==> config.mk <==
export PLATFORM = sky130hd
export DESIGN_NAME = stage4_mem_access_flat
export DESIGN_NICKNAME = d
export VERILOG_FILES = /design/src/rtl/stage4_mem_access_if.sv /design/src/rtl/stage4_mem_access.sv /design/src/flat_wrapper.sv
export SDC_FILE = /design/constraint.sdc
export NUM_CORES = 1
export LEC_CHECK = 0
export ABC_AREA = 1
export ABC_CLOCK_PERIOD_IN_PS = 1700
export CAP_MARGIN = 40
export CORE_UTILIZATION = 30
export DETAILED_ROUTE_END_ITERATION = 6
export PLACE_DENSITY = 0.53
export SLEW_MARGIN = 20
export SYNTH_ARGS = -nofsm -noshare
export SYNTH_HDL_FRONTEND = slang
export SYNTH_SLANG_ARGS = --single-unit
==> constraint.sdc <==
create_clock -name clock -period 1.7 [get_ports clock]
set_input_delay 0.17 -clock clock [delete_from_list [all_inputs] [get_ports clock]]
set_output_delay 0.17 -clock clock [all_outputs]
set_load 0.01 [all_outputs]
==> src/rtl/stage4_mem_access_if.sv <==
// rtl/stage4_mem_access_if.sv - data-memory req/ack bus between the mem-access stage and dmem
//
// Purpose : bundles the data-memory handshake so the stage and the memory model
//           share one typed connection.
// Signals : dmem_req   stage->mem  access request, held until ack
//           dmem_we    stage->mem  1=store, 0=load
//           dmem_addr  stage->mem  word-aligned address
//           dmem_wstrb stage->mem  byte-lane write strobes
//           dmem_wdata stage->mem  lane-replicated store data
//           dmem_ack   mem->stage  access completes on the cycle it is high
//           dmem_rdata mem->stage  read word, valid with dmem_ack
// Also supplies the instruction-type encoding used on instr_type when the
// surrounding decode package has not already defined it.

`ifndef RANGE_INSTRS
`define RANGE_INSTRS 3:0
`endif
`ifndef DO_LOAD
`define DO_LOAD 4'd2
`endif
`ifndef DO_STORE
`define DO_STORE 4'd3
`endif

interface stage4_mem_access_if;
  logic        dmem_req;
  logic        dmem_we;
  logic [31:0] dmem_addr;
  logic [3:0]  dmem_wstrb;
  logic [31:0] dmem_wdata;
  logic        dmem_ack;
  logic [31:0] dmem_rdata;

  modport master (
    output dmem_req, dmem_we, dmem_addr, dmem_wstrb, dmem_wdata,
    input  dmem_ack, dmem_rdata
  );

  modport slave (
    input  dmem_req, dmem_we, dmem_addr, dmem_wstrb, dmem_wdata,
    output dmem_ack, dmem_rdata
  );
endinterface

==> src/rtl/stage4_mem_access.sv <==
// rtl/stage4_mem_access.sv - memory-access pipeline stage with req/ack data-memory handshake
//
// Purpose : takes the execute result (eval) as effective address and rs2_val as
//           store data, runs a variable-latency req/ack access to data memory and
//           returns an extended load value (or eval for non-memory ops) to writeback.
// Build option: MISALIGN_TRAP_EN - when defined, misaligned half/word accesses are
//           trapped (no request, misaligned=1); otherwise low offending address bits
//           are ignored and misaligned stays 0.
// Ports   : clock, reset        rising-edge clock, synchronous active-high reset
//           is_mem_stage        start strobe, sampled only in IDLE
//           instr_type, funct3  decoded op type and access size/sign
//           eval, rs2_val       effective address / ALU result, store data
//           dmem                data-memory bus (master side)
//           mem_busy, mem_done  stall indication, one-cycle completion pulse
//           load_val            result toward writeback, held until next mem_done
//           fault, misaligned   sticky status, cleared by the next accepted start

module stage4_mem_access #(
  parameter int TIMEOUT_CYCLES = 255,
  parameter int CNT_W          = 8
) (
  input  logic                 clock,
  input  logic                 reset,
  input  logic                 is_mem_stage,
  input  logic [`RANGE_INSTRS] instr_type,
  input  logic [2:0]           funct3,
  input  logic [31:0]          eval,
  input  logic [31:0]          rs2_val,
  stage4_mem_access_if.master  dmem,
  output logic                 mem_busy,
  output logic                 mem_done,
  output logic [31:0]          load_val,
  output logic                 fault,
  output logic                 misaligned
);

  typedef enum logic [1:0] {S_IDLE, S_REQ, S_DONE} state_t;

  state_t state, state_nxt;

  logic             is_load, is_store, is_mem, f3_legal, mis_trap, timeout_hit;
  logic [3:0]       wstrb_nxt;
  logic [31:0]      wdata_nxt;
  logic [CNT_W-1:0] cnt;
  logic [31:0]      addr_q, wdata_q;
  logic [3:0]       wstrb_q;
  logic             we_q;
  logic [2:0]       f3_q;
  logic [1:0]       lane_q;
  logic [7:0]       byte_sel;
  logic [15:0]      half_sel;
  logic [31:0]      load_ext;

  // ---------------- start decode ----------------
  always_comb begin
    is_load  = (instr_type == `DO_LOAD);
    is_store = (instr_type == `DO_STORE);
    is_mem   = is_load | is_store;

    // Stores only have the three unsigned-less sizes; 1xx is never a store.
    case (funct3)
      3'b000, 3'b001, 3'b010: f3_legal = 1'b1;
      3'b100, 3'b101:         f3_legal = is_load;
      default:                f3_legal = 1'b0;
    endcase

`ifdef MISALIGN_TRAP_EN
    // funct3[1:0]: 01 = half (LH/LHU/SH), 10 = word (LW/SW).
    mis_trap = ((funct3[1:0] == 2'b01) && eval[0]) ||
               ((funct3[1:0] == 2'b10) && (eval[1:0] != 2'b00));
`else
    mis_trap = 1'b0;
`endif

    wstrb_nxt = 4'b0000;
    wdata_nxt = rs2_val;
    case (funct3[1:0])
      2'b00: begin
        wstrb_nxt = 4'b0001 << eval[1:0];
        wdata_nxt = {4{rs2_val[7:0]}};
      end
      2'b01: begin
        wstrb_nxt = 4'b0011 << {eval[1], 1'b0};
        wdata_nxt = {2{rs2_val[15:0]}};
      end
      default: begin
        wstrb_nxt = 4'b1111;
        wdata_nxt = rs2_val;
      end
    endcase
    if (!is_store) wstrb_nxt = 4'b0000;
  end

  // Counter holds the number of REQ cycles already spent without ack, so the
  // last permitted cycle is when it equals TIMEOUT_CYCLES-1.
  assign timeout_hit = (cnt == CNT_W'(TIMEOUT_CYCLES - 1));

  // ---------------- load extraction ----------------
  always_comb begin
    case (lane_q)
      2'd0:    byte_sel = dmem.dmem_rdata[7:0];
      2'd1:    byte_sel = dmem.dmem_rdata[15:8];
      2'd2:    byte_sel = dmem.dmem_rdata[23:16];
      default: byte_sel = dmem.dmem_rdata[31:24];
    endcase
    half_sel = lane_q[1] ? dmem.dmem_rdata[31:16] : dmem.dmem_rdata[15:0];

    case (f3_q)
      3'b000:  load_ext = {{24{byte_sel[7]}}, byte_sel};
      3'b100:  load_ext = {24'd0, byte_sel};
      3'b001:  load_ext = {{16{half_sel[15]}}, half_sel};
      3'b101:  load_ext = {16'd0, half_sel};
      default: load_ext = dmem.dmem_rdata;
    endcase
  end

  // ---------------- FSM ----------------
  always_ff @(posedge clock) begin
    if (reset) state <= S_IDLE;
    else       state <= state_nxt;
  end

  always_comb begin
    state_nxt = state;
    case (state)
      S_IDLE: begin
        if (is_mem_stage) begin
          if (is_mem && f3_legal && !mis_trap) state_nxt = S_REQ;
          else                                 state_nxt = S_DONE;
        end
      end
      S_REQ: begin
        // Ack is checked first so an ack on the timeout edge still completes cleanly.
        if (dmem.dmem_ack || timeout_hit) state_nxt = S_DONE;
      end
      S_DONE:  state_nxt = S_IDLE;
      default: state_nxt = S_IDLE;
    endcase
  end

  assign mem_busy        = (state == S_REQ);
  assign mem_done        = (state == S_DONE);
  assign dmem.dmem_req   = (state == S_REQ);
  assign dmem.dmem_we    = we_q;
  assign dmem.dmem_addr  = addr_q;
  assign dmem.dmem_wstrb = wstrb_q;
  assign dmem.dmem_wdata = wdata_q;

  // ---------------- datapath ----------------
  always_ff @(posedge clock) begin
    if (reset) begin
      cnt      <= '0;
      addr_q   <= '0;
      wdata_q  <= '0;
      wstrb_q  <= '0;
      we_q     <= 1'b0;
      f3_q     <= '0;
      lane_q   <= '0;
      load_val <= '0;
      fault    <= 1'b0;
`ifdef MISALIGN_TRAP_EN
      misaligned <= 1'b0;
`endif
    end else begin
      case (state)
        S_IDLE: begin
          if (is_mem_stage) begin
            fault <= 1'b0;
`ifdef MISALIGN_TRAP_EN
            misaligned <= 1'b0;
`endif
            if (!is_mem) begin
              load_val <= eval;
            end else if (!f3_legal) begin
              fault    <= 1'b1;
              load_val <= '0;
            end else if (mis_trap) begin
`ifdef MISALIGN_TRAP_EN
              misaligned <= 1'b1;
`endif
              load_val <= '0;
            end else begin
              cnt     <= '0;
              addr_q  <= {eval[31:2], 2'b00};
              wdata_q <= wdata_nxt;
              wstrb_q <= wstrb_nxt;
              we_q    <= is_store;
              f3_q    <= funct3;
              lane_q  <= eval[1:0];
            end
          end
        end
        S_REQ: begin
          if (dmem.dmem_ack) begin
            if (!we_q) load_val <= load_ext;
          end else if (timeout_hit) begin
            fault    <= 1'b1;
            load_val <= '0;
          end else begin
            cnt <= cnt + 1'b1;
          end
        end
        default: ;
      endcase
    end
  end

`ifndef MISALIGN_TRAP_EN
  assign misaligned = 1'b0;
`endif

endmodule

==> src/flat_wrapper.sv <==
// flat-port wrapper written by rule: the top's interface ports become plain ports
module stage4_mem_access_flat 
#(
  parameter int TIMEOUT_CYCLES = 255,
  parameter int CNT_W          = 8
)
  (clock, reset, is_mem_stage, instr_type, funct3, eval, rs2_val, mem_busy, mem_done, load_val, fault, misaligned, dmem_dmem_req, dmem_dmem_we, dmem_dmem_addr, dmem_dmem_wstrb, dmem_dmem_wdata, dmem_dmem_ack, dmem_dmem_rdata);
  stage4_mem_access_if dmem_i ();
  input  logic clock;
  input  logic reset;
  input  logic is_mem_stage;
  input  logic [`RANGE_INSTRS] instr_type;
  input  logic [2:0] funct3;
  input  logic [31:0] eval;
  input  logic [31:0] rs2_val;
  output logic mem_busy;
  output logic mem_done;
  output logic [31:0] load_val;
  output logic fault;
  output logic misaligned;
  output wire logic [$bits(dmem_i.dmem_req)-1:0] dmem_dmem_req;
  output wire logic [$bits(dmem_i.dmem_we)-1:0] dmem_dmem_we;
  output wire logic [$bits(dmem_i.dmem_addr)-1:0] dmem_dmem_addr;
  output wire logic [$bits(dmem_i.dmem_wstrb)-1:0] dmem_dmem_wstrb;
  output wire logic [$bits(dmem_i.dmem_wdata)-1:0] dmem_dmem_wdata;
  input wire logic [$bits(dmem_i.dmem_ack)-1:0] dmem_dmem_ack;
  input wire logic [$bits(dmem_i.dmem_rdata)-1:0] dmem_dmem_rdata;
  assign dmem_dmem_req = dmem_i.dmem_req;
  assign dmem_dmem_we = dmem_i.dmem_we;
  assign dmem_dmem_addr = dmem_i.dmem_addr;
  assign dmem_dmem_wstrb = dmem_i.dmem_wstrb;
  assign dmem_dmem_wdata = dmem_i.dmem_wdata;
  assign dmem_i.dmem_ack = dmem_dmem_ack;
  assign dmem_i.dmem_rdata = dmem_dmem_rdata;
  stage4_mem_access #(.TIMEOUT_CYCLES(TIMEOUT_CYCLES), .CNT_W(CNT_W)) u_core (.clock(clock), .reset(reset), .is_mem_stage(is_mem_stage), .instr_type(instr_type), .funct3(funct3), .eval(eval), .rs2_val(rs2_val), .dmem(dmem_i), .mem_busy(mem_busy), .mem_done(mem_done), .load_val(load_val), .fault(fault), .misaligned(misaligned));
endmodule
=== Word level (Yosys, flattened, before mapping) ===
Index checks and enable logic that the tools add are counted.

* Flip-flop bits (word level): 115
* Input bits: 107
* Output and inout bits: 106
* Logic and storage cells: 84

* Add/subtract/negate cells: 1
* Equal/unequal tests: 25
* Shift-type cells: 2
* Mux-type cells: 30
* Bitwise gates (word level): 1
* Reductions and logical operators: 15

{| class="wikitable"
|+ Operator list
! kind !! count
|-
| 32-bit two-way mux || 6
|-
| 32-bit one-hot mux with 2 select lines || 2
|-
| 32-bit one-hot mux with 4 select lines || 1
|-
| 8-bit two-way mux || 5
|-
| 8-bit one-hot mux with 3 select lines || 1
|-
| 16-bit two-way mux || 1
|-
| 8-bit one-hot mux with 2 select lines || 1
|-
| 3-bit == test, second input constant || 4
|-
| 8-bit by 1-bit adder with 8-bit output, second input constant || 1
|-
| 4-bit by 2-bit == test with 1-bit output, second input constant || 2
|-
| 8-bit == test, second input constant || 1
|-
| 2-bit by 1-bit != test with 1-bit output, second input constant || 4
|-
| 4-bit one-hot mux with 2 select lines || 1
|-
| 4-bit AND reduction || 2
|-
| 2-bit by 1-bit == test with 1-bit output, second input constant || 3
|-
| 3-bit by 1-bit == test with 1-bit output, second input constant || 2
|-
| 2-bit logical NOT || 3
|-
| 3-bit logical NOT || 2
|-
| 2-bit two-way mux || 3
|-
| 2-bit != test, second input constant || 3
|-
| 3-bit != test, second input constant || 2
|-
| 6-bit AND reduction || 1
|-
| 1-bit two-way mux || 5
|-
| 5-bit AND reduction || 1
|-
| other kinds (15) || 17
|}

=== Depth between registers and ports, before layout ===
Gate-level depths: netlist (run 1).

* Word-level depth: 7
* Mapped depth: 12
* Gate-level depth less buffers: 11

=== Worst setup path before layout (run 1) ===
No wires, ideal clock.

* Path type: reg2reg
* Start point: register u_core.cnt[0]
* End point: register u_core.load_val[16]
* Setup time: 0.112 ns
* Data arrival time: 1.387 ns
* Required time: 1.588 ns
* Path slack: 0.202 ns
* Stages on the path, launching flop included: 13
* Path buffers: 1
* Clock period less this slack: 1.498 ns
* Cells stage by stage: dfxtp_1 -> inv_1 -> ha_1 -> inv_1 -> nor2_2 -> nand2_2 -> nand3_4 -> nand2_4 -> nor2_8 -> buf_6 -> nand2_1 -> nor2_1 -> nor2_1

* Cells in the longest elaborated chain, start to end: 3

{| class="wikitable"
|+ Ends and longest elaborated chain
! what !! line !! text
|-
| start, declared || stage4_mem_access.sv:44 || <nowiki>logic [CNT_W-1:0] cnt;</nowiki>
|-
| start signal, assigned || stage4_mem_access.sv:200 || <nowiki>cnt <= cnt + 1'b1;</nowiki>
|-
| 8-bit == test || stage4_mem_access.sv:96 || <nowiki>assign timeout_hit = (cnt == CNT_W'(TIMEOUT_CYCLES - 1));</nowiki>
|-
| 3-bit by 1-bit != test with 1-bit output (no source line) || n/a ||
|-
| 5-bit AND reduction (no source line) || n/a ||
|-
| end signal, assigned || stage4_mem_access.sv:173 || <nowiki>load_val <= eval;</nowiki>
|-
| end signal, assigned || stage4_mem_access.sv:195 || <nowiki>if (!we_q) load_val <= load_ext;</nowiki>
|-
| end, declared || stage4_mem_access.sv:32 || <nowiki>output logic [31:0] load_val,</nowiki>
|}

Every way passes these cells.
A chain may end at the register's enable or synchronous reset.

=== Final worst setup path (run 1) ===
* Start point: register u_core.we_q (netlist: u_core.dmem.dmem_we)
* End point: output dmem_dmem_we

{| class="wikitable"
|+ RTL lines
! what !! line !! text
|-
| start, declared || stage4_mem_access.sv:47 || <nowiki>logic we_q;</nowiki>
|-
| start signal, assigned || stage4_mem_access.sv:187 || <nowiki>we_q <= is_store;</nowiki>
|-
| end, declared || flat_wrapper.sv:22 || <nowiki>output wire logic [$bits(dmem_i.dmem_we)-1:0] dmem_dmem_we;</nowiki>
|}

No word-level cell between the ends.

==> flow_summary_export.csv, run 1 <==
group,metric,value,unit
synthesis,synth_top_area_share,38.37,%
synthesis,syn_area,0.006001,sq mm
floorplan,core_area,0.01953,sq mm
power,internal_power,5.468,mW
timing,tightest_slew,584.5,ps
timing,min_period_over_period,92.96,%
worst_setup_path,r2r_slack,130,ps
worst_setup_path,worstSetupPathType,"flop to output pin",
power,vdd_drop_max,0.6664,mV
cells_and_area,fin_area,0.009181,sq mm
clock_tree,cts_tree,"done",
timing,slew_viol_final,0,
synthesis,synthTopCellsByArea,"dfxtp_1, nand2_1, nor2_1, o21ai_0, a21oi_1",
worst_setup_path,crit_start,"u_core.dmem.dmem_we",
cells_and_area,final_core_util,47.02,%
grt,met3_usage,7.697,%
outcome,status,"finished clean",
synthesis,synth_top_family_by_area,"simple AND/OR/NAND/NOR gates",
worst_setup_path,r2r_cells,12,
power,pwr-share-comb,16.8,%
cells_and_area,antennaDiodeCount,0,
synthesis,syn_area_per_cell,6.480,sq um
floorplan,io_pins,213,
timing,maxClockFrequency,632.8,MHz
route,routedWlPerCell,15.02,um
synthesis,synth.distinct_cells,36,
timing,rsz0062_at_grt,"true",
worst_setup_path,critPathMaxStageDelay,600,ps
route,drt_wl_total,21360,um
worst_setup_path,crit_end,"dmem_dmem_we",
grt,grt_pass1_wl,32650,um
clock_tree,cts.htree.levels,4,
synthesis,synthAdderAreaFrac,0.4170,%
route,via_count,6608,
place,place.gp.congestion,0.8030,
route,drtAntennaViolNets,0,
grt,grt_overflow,0,
worst_setup_path,worstPathArrival,1410,ps
place,dpl_cell_area,0.008602,sq mm
cells_and_area,layout_common_cells,"nand2_1, clkdlybuf4s50_1, nor2_1",
place,dp_hpwl,15740,um
power,power_density,822.7,mW/mm^2
synthesis,synth_xor_area_share,0.2919,%
timing,fin_tns_setup,0,ps
power,seq_power_share,37.9,%
power,p_leak,3.755,nW
worst_setup_path,path_depth,1,
synthesis,synth-compound-area-share,17.93,%
hold_path,hp-class,"input port to flop",
timing,min_period,1580,ps
synthesis,synthMuxAreaShare,0,%
route,firstDrtPassIters,5,
floorplan,die_h,143.4,um
floorplan,dieWidth,143.4,um
synthesis,ys_seq_elements,115,
route,drcViolationCount,0,
clock_tree,cts_sinks,115,
grt,grt_pass1_vias,6263,
timing,skew,9.258,ps
floorplan,initial_core_util,30.73,%
clock_tree,clk_latency,430,ps
route,drt_iter0_markers,332,
worst_setup_path,r2r_start,"u_core.cnt[0]",
cells_and_area,final_common_cell,"nand2_1",
worst_setup_path,critPathTopFamily,"buffers and inverters",
synthesis,yosysTopAreaCell,"dfxtp_1",
flow_run,cap_violations,0,
cells_and_area,syn2layout_area_growth,53.00,%
synthesis,ys_seq_area_share,38.37,%
worst_setup_path,worst_setup_path_end_kind,"output pin",
worst_setup_path,cp_slowest_cell,"clkdlybuf4s50_1",
grt,antenna_found_initial,1,
timing,hold-worst-slack,358.4,ps
synthesis,synthCells,926,
clock_tree,clk_path_buf_depth,2,
power,sw_frac_of_total,27.60,%
clock_tree,cts_buffers,17,
timing,hold_viol,0,
place,portBuffers,209,
route,vias_per_cell,4.647,
worst_setup_path,crit_buf_inv,1,
worst_setup_path,reg2reg_to,"u_core.load_val[30]",
grt,gr-usage-all-layers,20.89,%
timing,relSlewSlack,60.89,%
cells_and_area,final_cells,1422,
clock_tree,path_clk_slew,60,ps
power,p_switching,2.085,mW
grt,use_met2,33.78,%
worst_setup_path,path_cells,"clkdlybuf4s50_1",
synthesis,yosys_warnings,0,
synthesis,yosys.area_share.simple,32.82,%
clock_tree,root_buffer,"clkbuf_16",
timing,finalSetupViolCount,0,
grt,grt_max_degree,43,
cells_and_area,num-nets-final,1253,
worst_setup_path,worstPathMaxFanout,3,
worst_setup_path,start_kind,"flop",
floorplan,die-area,0.02057,sq mm
cells_and_area,drive_gt1_share,9.853,%
place,dpl.cell_count,1389,
power,p_clk_share,45.3,%
floorplan,rows,51,
grt,top_usage_layer,"met2",
worst_setup_path,required,1530,ps
grt,grt_util_met1,25.31,%
==> power groups by stage <==
stage | Clock (mW) | Sequential [mW] | Combinational, mW
global route | 3.63 | 2.87 | 1.40
detailed placement | 0 | 2.92 | 1.27
floorplan | 0 | 2.96 | 0.538
global placement | 0 | 2.92 | 1.27
finish | 3.42 | 2.86 | 1.27
CTS | 3.50 | 2.86 | 1.28
==> per-layer routing <==
layer | wire, um | share of wire [%]
met3 | 1716 | 8.0
met4 | 439 | 2.1
met5 | 13 | 0.061
met1 | 9611 | 45
met2 | 9577 | 45
==> area by class of cell <==
cell class              instances  area [sq um]
clock buffers                  17         425.4
clock inverters                15         136.4
fillers                      2058         10340
inverters                      67         251.5
multi-input cells             683          3104
flip-flops and latches        115          2303
well taps                     265         331.6
repair buffers                260          2629
==> worst min path at each step <==
| stage | startpoint | endpoint | cells after the start |
|---|---|---|---|
| 4_1_cts | rs2_val[0] | u_core.dmem.dmem_wdata[0] | 3 |
| 5_1_grt | rs2_val[0] | u_core.dmem.dmem_wdata[0] | 3 |
| 3_3_place_gp | u_core.dmem.dmem_wdata[27] | u_core.dmem.dmem_wdata[27] | 2 |
| 2_1_floorplan | rs2_val[2] | u_core.dmem.dmem_wdata[2] | 2 |
| 3_5_place_dp | u_core.dmem.dmem_wdata[21] | u_core.dmem.dmem_wdata[21] | 2 |
| 6_report | rs2_val[0] | u_core.dmem.dmem_wdata[0] | 3 |
==> cells in the mapped netlist <==
library cell	n
conb_1	1
nor3_1	1
xor2_1	2
a31oi_1	1
inv_1	61
nand3b_1	2
clkbuf_1	29
o21ai_0	91
nor2_4	1
a21oi_2	2
nand2_1	222
buf_4	11
a211oi_1	1
nand2_2	7
a21oi_1	83
buf_2	14
ha_1	2
or2_2	5
o211ai_1	4
nand3_1	72
nand4_4	1
nand3_4	1
nor2_8	1
nor2_2	1
a21oi_4	1
buf_6	8
dfxtp_1	115
nand4_1	3
nand2_4	2
nor2_1	148
a21o_1	1
inv_2	5
clkinv_1	1
o21ai_1	24
buf_1	1
nor3b_1	1
==> per-stage QoR <==
stage	setup WS, ps	total power [mW]
5_1_grt	-19.32	7.907
3_5_place_dp	-161.8	4.191
4_1_cts	2.197	7.640
3_3_place_gp	-109.2	4.188
6_report	119.7	7.553
2_1_floorplan	201.8	3.500
==> cells by family after synthesis <==
logic type / after synthesis
AOI/OAI and AO/OA: 208
xor gates and xnor gates: 2
adders and majority gates: 2
buffers and inverters: 130
DFF: 115
other: 1
and+or+nand+nor: 468
==> flip-flops by register name, indices dropped and copies added, names as in the netlist <==
| register | cells |
|---|---|
| u_core.dmem.dmem_wdata | 32 |
| u_core.load_val | 32 |
| u_core.dmem.dmem_addr | 30 |
| u_core.cnt | 8 |
| u_core.dmem.dmem_wstrb | 4 |
| u_core.f3_q | 3 |
| u_core.lane_q | 2 |
| u_core.state | 2 |
| u_core.dmem.dmem_we | 1 |
| u_core.fault | 1 |
==> timing repair <==
action                                  in CTS  in global routing
endpoints found under the setup margin       3                 12
pin swaps                                    1                  1
resized for setup                            3                  4
buffers inserted                             1                  0
cloned                                       0                  0
hold endpoints to repair                     0                  0
hold buffers                                 0                  0
Note: power is estimated with default switching activity, not from simulation.
==> inputs of run 2 (changes only) <==
Settings changed: CORE_UTILIZATION 30 to 46, CTS_CLUSTER_DIAMETER set to 30, PLACE_DENSITY 0.53 to 0.78.
==> run 2 against run 1 <==
Die area decreased by 34%; power rose by 5.4%; count of clock-buffer cells in the layout is 2 higher; first-iteration DRC count rose by 58%; critical endpoint is now u_core.load_val[10].
==> flow_summary_export.csv, run 2 (synthesis results as in run 1) <==
group,metric,value,unit
grt,gr-usage-all-layers,29.52,%
clock_tree,path_clk_slew,60,ps
place,portBuffers,209,
worst_setup_path,worstSetupPathType,"flop to flop",
worst_setup_path,r2r_slack,90,ps
clock_tree,cts_buffers,17,
worst_setup_path,r2r_cells,12,
clock_tree,cts_tree,"done",
cells_and_area,fin_area,0.009160,sq mm
worst_setup_path,required,2010,ps
route,via_count,6937,
worst_setup_path,start_kind,"flop",
route,drt_wl_total,20350,um
place,dpl_cell_area,0.008438,sq mm
grt,grt_pass1_wl,30770,um
clock_tree,root_buffer,"clkbuf_16",
floorplan,core_area,0.01267,sq mm
floorplan,rows,41,
worst_setup_path,path_cells,"inv_2, ha_4, inv_1, nor2_2, nand2_2, nand3_4, nand2_4, nor2_8, buf_6, nand2_1, nor2_1, nor2_1",
worst_setup_path,crit_buf_inv,3,
hold_path,hp-class,"input port to flop",
timing,skew,6.276,ps
clock_tree,clk_latency,420,ps
worst_setup_path,worst_setup_path_end_kind,"flop",
timing,tightest_slew,507.8,ps
cells_and_area,final_common_cell,"nand2_1",
timing,finalSetupViolCount,0,
grt,grt_pass1_vias,6309,
clock_tree,cts.htree.levels,4,
timing,maxClockFrequency,621.4,MHz
worst_setup_path,critPathTopFamily,"simple AND/OR/NAND/NOR gates",
cells_and_area,final_core_util,72.29,%
route,vias_per_cell,5.220,
cells_and_area,drive_gt1_share,10.29,%
power,vdd_drop_max,0.6093,mV
power,finalPower,7.962,mW
timing,relSlewSlack,66.02,%
route,drt_iter0_markers,525,
worst_setup_path,reg2reg_to,"u_core.load_val[10]",
floorplan,dieWidth,116.2,um
worst_setup_path,critPathMaxStageDelay,320,ps
place,dp_hpwl,14050,um
power,power_density,869.2,mW/mm^2
cells_and_area,antennaDiodeCount,0,
worst_setup_path,path_depth,12,
floorplan,initial_core_util,47.36,%
route,firstDrtPassIters,7,
timing,slew_viol_final,0,
floorplan,io_pins,213,
route,drtAntennaViolNets,0,
timing,min_period,1609,ps
grt,grt_overflow,0,
grt,antenna_found_initial,0,
timing,min_period_over_period,94.66,%
cells_and_area,layout_common_cells,"nand2_1, clkdlybuf4s50_1, nor2_1",
flow_run,cap_violations,0,
cells_and_area,syn2layout_area_growth,52.65,%
worst_setup_path,crit_path_frequent_cell,"nor2_1",
outcome,status,"finished clean",
worst_setup_path,crit_start,"u_core.cnt[0]",
floorplan,die_h,116.2,um
cells_and_area,fill_cells,1054,
power,p_leak,3.783,nW
floorplan,die-area,0.01351,sq mm
route,routedWlPerCell,15.31,um
worst_setup_path,worstPathMaxFanout,5,
route,drcViolationCount,0,
worst_setup_path,worstPathArrival,1920,ps
worst_setup_path,cp_slowest_cell,"dfxtp_2",
grt,grt_max_degree,68,
clock_tree,clk_path_buf_depth,2,
place,place.gp.congestion,0.8885,
worst_setup_path,crit_end,"u_core.load_val[10]",
cells_and_area,num-nets-final,1253,
timing,hold_viol,0,
clock_tree,cts_sinks,115,
worst_setup_path,r2r_start,"u_core.cnt[0]",
run 2: changes by cell type in the layout (fill, tap and decap cells not counted), moves of 2 or more:
cell	before	now
buf_12	12	10
clkbuf_16	17	19
clkinv_4	6	1
dfxtp_2	1	5
bufinv_16	1	4
dfxtp_1	114	110
run 2: cell type report:
cell class                      count  area, sq um  area share (%)
Clock buffer                       19        442.9           4.835
Sequential cell                   115         2308           25.20
Multi-Input combinational cell    683         3124           34.11
Tap cell                          172        215.2           2.349
Inverter                           67        251.5           2.746
Clock inverter                     13        182.7           1.994
Timing Repair Buffer              260         2635           28.77
run 2: stage by stage:
step / TNS, ps / instances / setup WS (ps) / hold WS, ps
CTS: 0 / 1325 / 18.29 / 352.0
global route: -8.940 / 1329 / -6.504 / 383.0
global placement: -7143 / 1293 / -165.0 / 450.6
finish: 0 / 1329 / 90.79 / 368.0
detailed placement: -11750 / 1293 / -188.1 / 453.0
floorplan: 0 / 928 / 201.8 / 313.8
run 2: where the power goes:
part / switching [mW] / internal [mW] / total, mW / leakage (nW)
Clock: 1.33 / 2.49 / 3.81 / 0.295
Combinational: 0.622 / 0.656 / 1.28 / 2.55
Sequential: 0.0649 / 2.81 / 2.87 / 0.938
Total: 2.02 / 5.95 / 7.96 / 3.78
run 2: what timing repair did:
action,in CTS,in global routing
hold buffers,0,0
pin swaps,0,4
setup buffers,0,2
resized for setup,4,12
cloned,0,2
setup endpoints to repair,3,27
run 2: tightest hold or removal path, cell delays in order:
cell             delay, ps
clkdlybuf4s50_1        420
inv_1                   80
a211oi_1                70
run 2: worst min-delay path by stage:
stage,from,endpoint,slack (ps),cells after the start
after floorplan,rs2_val[2],u_core.dmem.dmem_wdata[2],310,2
after global placement,u_core.dmem.dmem_wdata[6],u_core.dmem.dmem_wdata[6],450,2
after detailed placement,u_core.dmem.dmem_wdata[3],u_core.dmem.dmem_wdata[3],450,2
after CTS,rs2_val[0],u_core.dmem.dmem_wdata[0],350,3
after global routing,rs2_val[0],u_core.dmem.dmem_wdata[0],380,3
final,rs2_val[0],u_core.dmem.dmem_wdata[0],370,3
run 2: per-layer routing:
metal | vias up | routed length, um | global-route usage (%)
li1 | 3420 | - | -
met1 | 3123 | 8250 | 36.05
met2 | 337 | 9642 | 47.74
met3 | 57 | 1755 | 8.407
met4 | 0 | 699 | 14.62
met5 | - | 0 | 0
